File: src/rtl/tetris_pkg.sv
// Shared Tetris types: shape codes, spawner FSM states and board geometry.
package tetris_pkg;

   typedef enum logic [2:0] {
      SHAPE_NONE = 3'd0,
      SHAPE_I    = 3'd1,
      SHAPE_O    = 3'd2,
      SHAPE_T    = 3'd3,
      SHAPE_S    = 3'd4,
      SHAPE_Z    = 3'd5,
      SHAPE_J    = 3'd6,
      SHAPE_L    = 3'd7
   } shape_t;

   typedef enum logic [2:0] {
      ST_IDLE   = 3'd0,
      ST_REQ    = 3'd1,
      ST_WAIT   = 3'd2,
      ST_CHECK  = 3'd3,
      ST_ACTIVE = 3'd4,
      ST_OVER   = 3'd5
   } spawner_state_t;

   localparam int BOARD_W = 10;
   localparam int BOARD_H = 20;

   // Code 0 means "no piece"; every other 3-bit code is a real shape.
   function automatic logic shape_legal(input logic [2:0] code);
      return (code != 3'd0);
   endfunction

endpackage

File: src/rtl/hold_slot.sv
// Hold slot for the spawner: remembers one shape and whether hold has
// already been used for the current piece. Only built with HOLD_PIECE_EN.
import tetris_pkg::*;

module hold_slot (
   input  logic   Clk,
   input  logic   Reset,
   input  logic   clear,
   input  logic   release_use,
   input  logic   hold_go,
   input  shape_t active_shape,
   output shape_t hold_shape,
   output logic   hold_used
);

   // Capture the active shape on an accepted hold; a lock re-arms hold.
   always_ff @(posedge Clk or posedge Reset) begin
      if (Reset) begin
         hold_shape <= SHAPE_NONE;
         hold_used  <= 1'b0;
      end else if (clear) begin
         hold_shape <= SHAPE_NONE;
         hold_used  <= 1'b0;
      end else if (hold_go) begin
         hold_shape <= active_shape;
         hold_used  <= 1'b1;
      end else if (release_use) begin
         hold_used  <= 1'b0;
      end
   end

endmodule

File: src/rtl/piece_spawner.sv
// Piece spawner: requests shapes from the generator, places them at the
// spawn origin, detects spawn collisions (game over) and, when the
// HOLD_PIECE_EN macro is defined, supports a one-shot hold slot.
import tetris_pkg::*;

module piece_spawner #(
   parameter int SPAWN_X     = 4,
   parameter int SPAWN_Y     = 0,
   parameter int REQ_TIMEOUT = 31
) (
   input  logic       Clk,
   input  logic       Reset,
   input  logic       start,
   input  logic       lock,
   input  logic       piece_valid,
   input  logic [2:0] piece_in,
   input  logic       occupied,
   input  logic       hold_req,
   output logic       piece_req,
   output logic [2:0] active_shape,
   output logic [3:0] spawn_x,
   output logic [4:0] spawn_y,
   output logic [1:0] rotation,
   output logic       spawn_pulse,
   output logic [2:0] hold_shape,
   output logic       game_over
);

   localparam int CNT_W = $clog2(REQ_TIMEOUT + 1);

   spawner_state_t   state;
   shape_t           cur_shape;
   shape_t           held;
   logic [CNT_W-1:0] wait_cnt;
   logic             hold_go;

   assign active_shape = cur_shape;
   assign hold_shape   = held;
   assign rotation     = 2'd0;

`ifdef HOLD_PIECE_EN
   logic hold_used;

   // Hold is accepted only in ACTIVE, once per piece, and loses to lock/start.
   assign hold_go = (state == ST_ACTIVE) && hold_req && !lock && !start && !hold_used;

   hold_slot u_hold_slot (
      .Clk          (Clk),
      .Reset        (Reset),
      .clear        (start),
      .release_use  ((state == ST_ACTIVE) && lock),
      .hold_go      (hold_go),
      .active_shape (cur_shape),
      .hold_shape   (held),
      .hold_used    (hold_used)
   );
`else
   logic unused_hold_req;

   assign unused_hold_req = hold_req;
   assign hold_go         = 1'b0;
   assign held            = SHAPE_NONE;
`endif

   // Spawner FSM with registered outputs; start overrides every state.
   always_ff @(posedge Clk or posedge Reset) begin
      if (Reset) begin
         state       <= ST_IDLE;
         cur_shape   <= SHAPE_NONE;
         spawn_x     <= 4'd0;
         spawn_y     <= 5'd0;
         piece_req   <= 1'b0;
         spawn_pulse <= 1'b0;
         game_over   <= 1'b0;
         wait_cnt    <= '0;
      end else begin
         piece_req   <= 1'b0;
         spawn_pulse <= 1'b0;
         if (start) begin
            state     <= ST_REQ;
            piece_req <= 1'b1;
            game_over <= 1'b0;
            wait_cnt  <= '0;
         end else begin
            case (state)
               ST_IDLE: state <= ST_IDLE;
               ST_REQ: begin
                  state    <= ST_WAIT;
                  wait_cnt <= '0;
               end
               ST_WAIT: begin
                  if (piece_valid) begin
                     if (shape_legal(piece_in)) begin
                        cur_shape <= shape_t'(piece_in);
                        spawn_x   <= 4'(SPAWN_X);
                        spawn_y   <= 5'(SPAWN_Y);
                        state     <= ST_CHECK;
                     end else begin
                        state     <= ST_REQ;
                        piece_req <= 1'b1;
                     end
                  end else if (wait_cnt == CNT_W'(REQ_TIMEOUT - 1)) begin
                     cur_shape <= SHAPE_I;
                     spawn_x   <= 4'(SPAWN_X);
                     spawn_y   <= 5'(SPAWN_Y);
                     state     <= ST_CHECK;
                  end else begin
                     wait_cnt  <= wait_cnt + 1'b1;
                  end
               end
               ST_CHECK: begin
                  if (occupied) begin
                     game_over   <= 1'b1;
                     state       <= ST_OVER;
                  end else begin
                     spawn_pulse <= 1'b1;
                     state       <= ST_ACTIVE;
                  end
               end
               ST_ACTIVE: begin
                  if (lock) begin
                     state     <= ST_REQ;
                     piece_req <= 1'b1;
                  end else if (hold_go) begin
                     if (held == SHAPE_NONE) begin
                        state     <= ST_REQ;
                        piece_req <= 1'b1;
                     end else begin
                        cur_shape <= held;
                        spawn_x   <= 4'(SPAWN_X);
                        spawn_y   <= 5'(SPAWN_Y);
                        state     <= ST_CHECK;
                     end
                  end
               end
               ST_OVER: state <= ST_OVER;
               default: state <= ST_IDLE;
            endcase
         end
      end
   end

endmodule

File: config.mk
export PLATFORM = sky130hd
export DESIGN_NAME = piece_spawner
export DESIGN_NICKNAME = d
export VERILOG_FILES = /design/src/rtl/tetris_pkg.sv /design/src/rtl/hold_slot.sv /design/src/rtl/piece_spawner.sv
export SDC_FILE = /design/constraint.sdc
export NUM_CORES = 1
export LEC_CHECK = 0
export ABC_CLOCK_PERIOD_IN_PS = 2590
export CAP_MARGIN = 10
export CORE_MARGIN = 2
export CORE_UTILIZATION = 47
export CTS_BUF_LIST = sky130_fd_sc_hd__clkbuf_4 sky130_fd_sc_hd__clkbuf_8
export DETAILED_ROUTE_END_ITERATION = 6
export PLACE_DENSITY = 0.86
export SLEW_MARGIN = 40
export SYNTH_ARGS = -nofsm -noshare
export SYNTH_HDL_FRONTEND = slang
export SYNTH_SLANG_ARGS = --single-unit
File: constraint.sdc
create_clock -name Clk -period 2.59 [get_ports Clk]
set_clock_uncertainty 0.2 [all_clocks]
set_input_delay 0.518 -clock Clk [delete_from_list [all_inputs] [get_ports Clk]]
set_output_delay 0.518 -clock Clk [all_outputs]
set_load 0.05 [all_outputs]
==> results.toml <==
[run_status]
outcome = "finished, final reports clean"

[global_routing]
grt_max_degree = 16
globalRouteOverflowTotal = 0
grt_first_pass_wirelength_um = 2297
grt_pass1_vias = 530
grtUsageTotal_pct = 14.55
antenna_found_initial = 0

[floorplan]
rows = 16
chipHeight_um = 48.27
core_area_sq_mm = 0.001902
die_width_um = 48.27
start_util_pct = 48.42
ios = 30
dieArea_sq_mm = 0.002330

[drt]
wirelength_um = 1528
num_vias = 660
wl_per_cell_um = 11.49
firstDrtPassIters = 5
ant_nets = 0
avgViaCountPerCell = 4.962
drc = 0
drtIter0Drc = 24

[synthesis]
postSynthCellCount = 91
yosys.area.top_type = "dfrtp_1"
ys_seq_area_share_pct = 40.76
synth_seq_cells = 15
synthTopCellsByArea = "dfrtp_1, buf_4, o21ai_0, a41oi_4, ha_1"
syn_area_per_cell_sq_um = 10.12
yosysWarnings = 0
synth_area_sq_um = 920.9
ys_types = 36
synth_top_area_share_pct = 40.76

[cts]
postCtsSetupRepairBufs = 0
clk_pin_slew_ps = 100
clk_path_buf_depth = 2
cts_max_level = 1
cts_tree = "done"
clk-insertion-delay-late_ps = 290
cts_root_buf = "clkbuf_4"
cts_buffers = 3
post_cts_resized = 0
hold_buffers = 0
cts.sinks = 15

[place]
hpwl_um = 1228
finalWeightedCongestion = 0.7317
portBuffers = 15
dp_cells = 129

[critical_path]
cp-start-kind = "flip-flop"
cp.required_ps = 1870
path_buf_inv = 1
worstPathCellList = "clkdlybuf4s50_1"
crit_slowest_cell = "clkdlybuf4s50_1"
slowest_delay_ps = 810
worst_path_dominant_cell_family = "buffers and inverters"
criticalPathCategory = "flip-flop to primary output"
cp-end-kind = "primary output"
crit_arrival_ps = 1460
crit_path_max_fanout = 2

[timing]
rsz0062_at_grt = "no"
setup_viol = 0
worstMarginPinSlew_ps = 551.5
slew_headroom_pct = 63.19
fin_crit_sh_pct = 84.09
hold_viol_final = 0
min_period_ps = 2178
fmax_mhz = 459.2
drv_slew = 0
fin_setup_tns_ps = 0

[worst_hold_path]
holdCritPathClass = "flip-flop to flip-flop"

[finish]
antenna_cells = 0
layoutNonFillerInstCount = 133
nNetsFinal = 119
fillers = 169
drive_above_1_share_pct = 8.491
area_growth_pct = 13.59

[power_and_ir_drop]
p_leak_uw = 0.0004575
ir_drop_mv = 0.5963
power_density_mw_per_mm2 = 774.9

[job]
drv_cap = 0
## through the flow
step | area, sq um | utilization [%] | setup slack, ps | hold slack, ps | power [uW]
after floorplan | 965.9 | - | 669.9 | 219.5 | 611.3
after global placement | 1016 | 53.42 | 249.1 | 254.0 | 673.7
after detailed placement | 1016 | 53.42 | 213.7 | 256.2 | 681.0
after CTS | 1046 | 55.00 | 392.8 | 284.6 | 817.6
after global routing | 1046 | 55.00 | 334.9 | 315.4 | 859.6
final | 1046 | 55.00 | 412.1 | 281.6 | 810.5
## cell usage in the layout, fill, tap and decap left out, types with 2 or more instances in the layout
cell / count
a21boi_1: 2
a21oi_1: 3
clkbuf_4: 3
clkdlybuf4s50_1: 15
conb_1: 13
dfrtp_1: 15
ha_1: 2
inv_1: 4
nand2_1: 6
nand2b_1: 2
nand3_1: 4
o21a_1: 2
o21ai_0: 7
o31ai_1: 2
or3_1: 2
or4_1: 2
xor2_1: 2
## worst paths after layout
kind / startpoint / end / slack (ps) / depth (start not counted)
worst max-delay path: game_over / game_over / 410 / 1
worst min-delay path: spawn_x[2] / spawn_x[2] / 280 / 1
worst max register to register: wait_cnt[0] / wait_cnt[4] / 510 / 6
worst min register to register: spawn_x[2] / spawn_x[2] / 280 / 1
max in group asynchronous: Reset / state[2] / 1450 / 2
min in group asynchronous: Reset / wait_cnt[0] / 360 / 2
## where the power goes
group / leakage (uW) / switching [uW] / internal, uW
registers: 0.000196 / 42.2 / 277
logic: 0.000247 / 237 / 119
clock network: 0.0000139 / 76.3 / 58.8
## sequential cells by signal (all words and copies together), names as in the netlist
signal,count
wait_cnt,5
active_shape,3
state,3
game_over,1
piece_req,1
spawn_pulse,1
spawn_x,1
## synthesized netlist by cell type (all sizes together)
master,n
a211oi,1
a21boi,2
a21o,1
a21oi,3
a22o,1
a31oi,1
a32o,1
a41oi,2
and3,1
buf,16
clkbuf,1
conb,1
dfrtp,15
ha,2
inv,4
nand2,7
nand2b,2
nand3,4
nand3b,1
nor2,2
nor2b,1
nor3,1
nor4,1
o21a,2
o21ai,7
o21bai,1
o22ai,1
o31ai,2
or3,2
or4,2
or4b,1
xor2,2
## per-layer routing
metal / GRT usage [%] / wire length (um)
met1: 18.79 / 670
met2: 22.11 / 791
met3: 5.556 / 66
met4: 5.405 / 0
met5: 0 / 0
## layout make-up
type	count	area, sq um	area share [%]
multi-input cells	67	434.2	41.51
flip-flops and latches	15	375.4	35.89
repair buffers	16	157.7	15.07
well taps	27	33.78	3.230
clock buffers	3	22.52	2.153
inverters	4	15.01	1.435
clock inverters	1	7.507	0.7177
## kinds of logic (layout without fill, tap and decap cells)
family / count (synthesis) / count (layout) / share of synthesized area [%]
AOI/OAI and AO/OA: 25 / 25 / 20.11
buffers and inverters: 21 / 24 / 16.98
and+or+nand+nor: 25 / 25 / 17.12
other: 1 / 13 / 0.4072
DFF: 15 / 15 / 40.76
xor gates and xnor gates: 2 / 2 / 1.903
adders and majority gates: 2 / 2 / 2.717
Note: power is estimated with default switching activity, not from simulation.
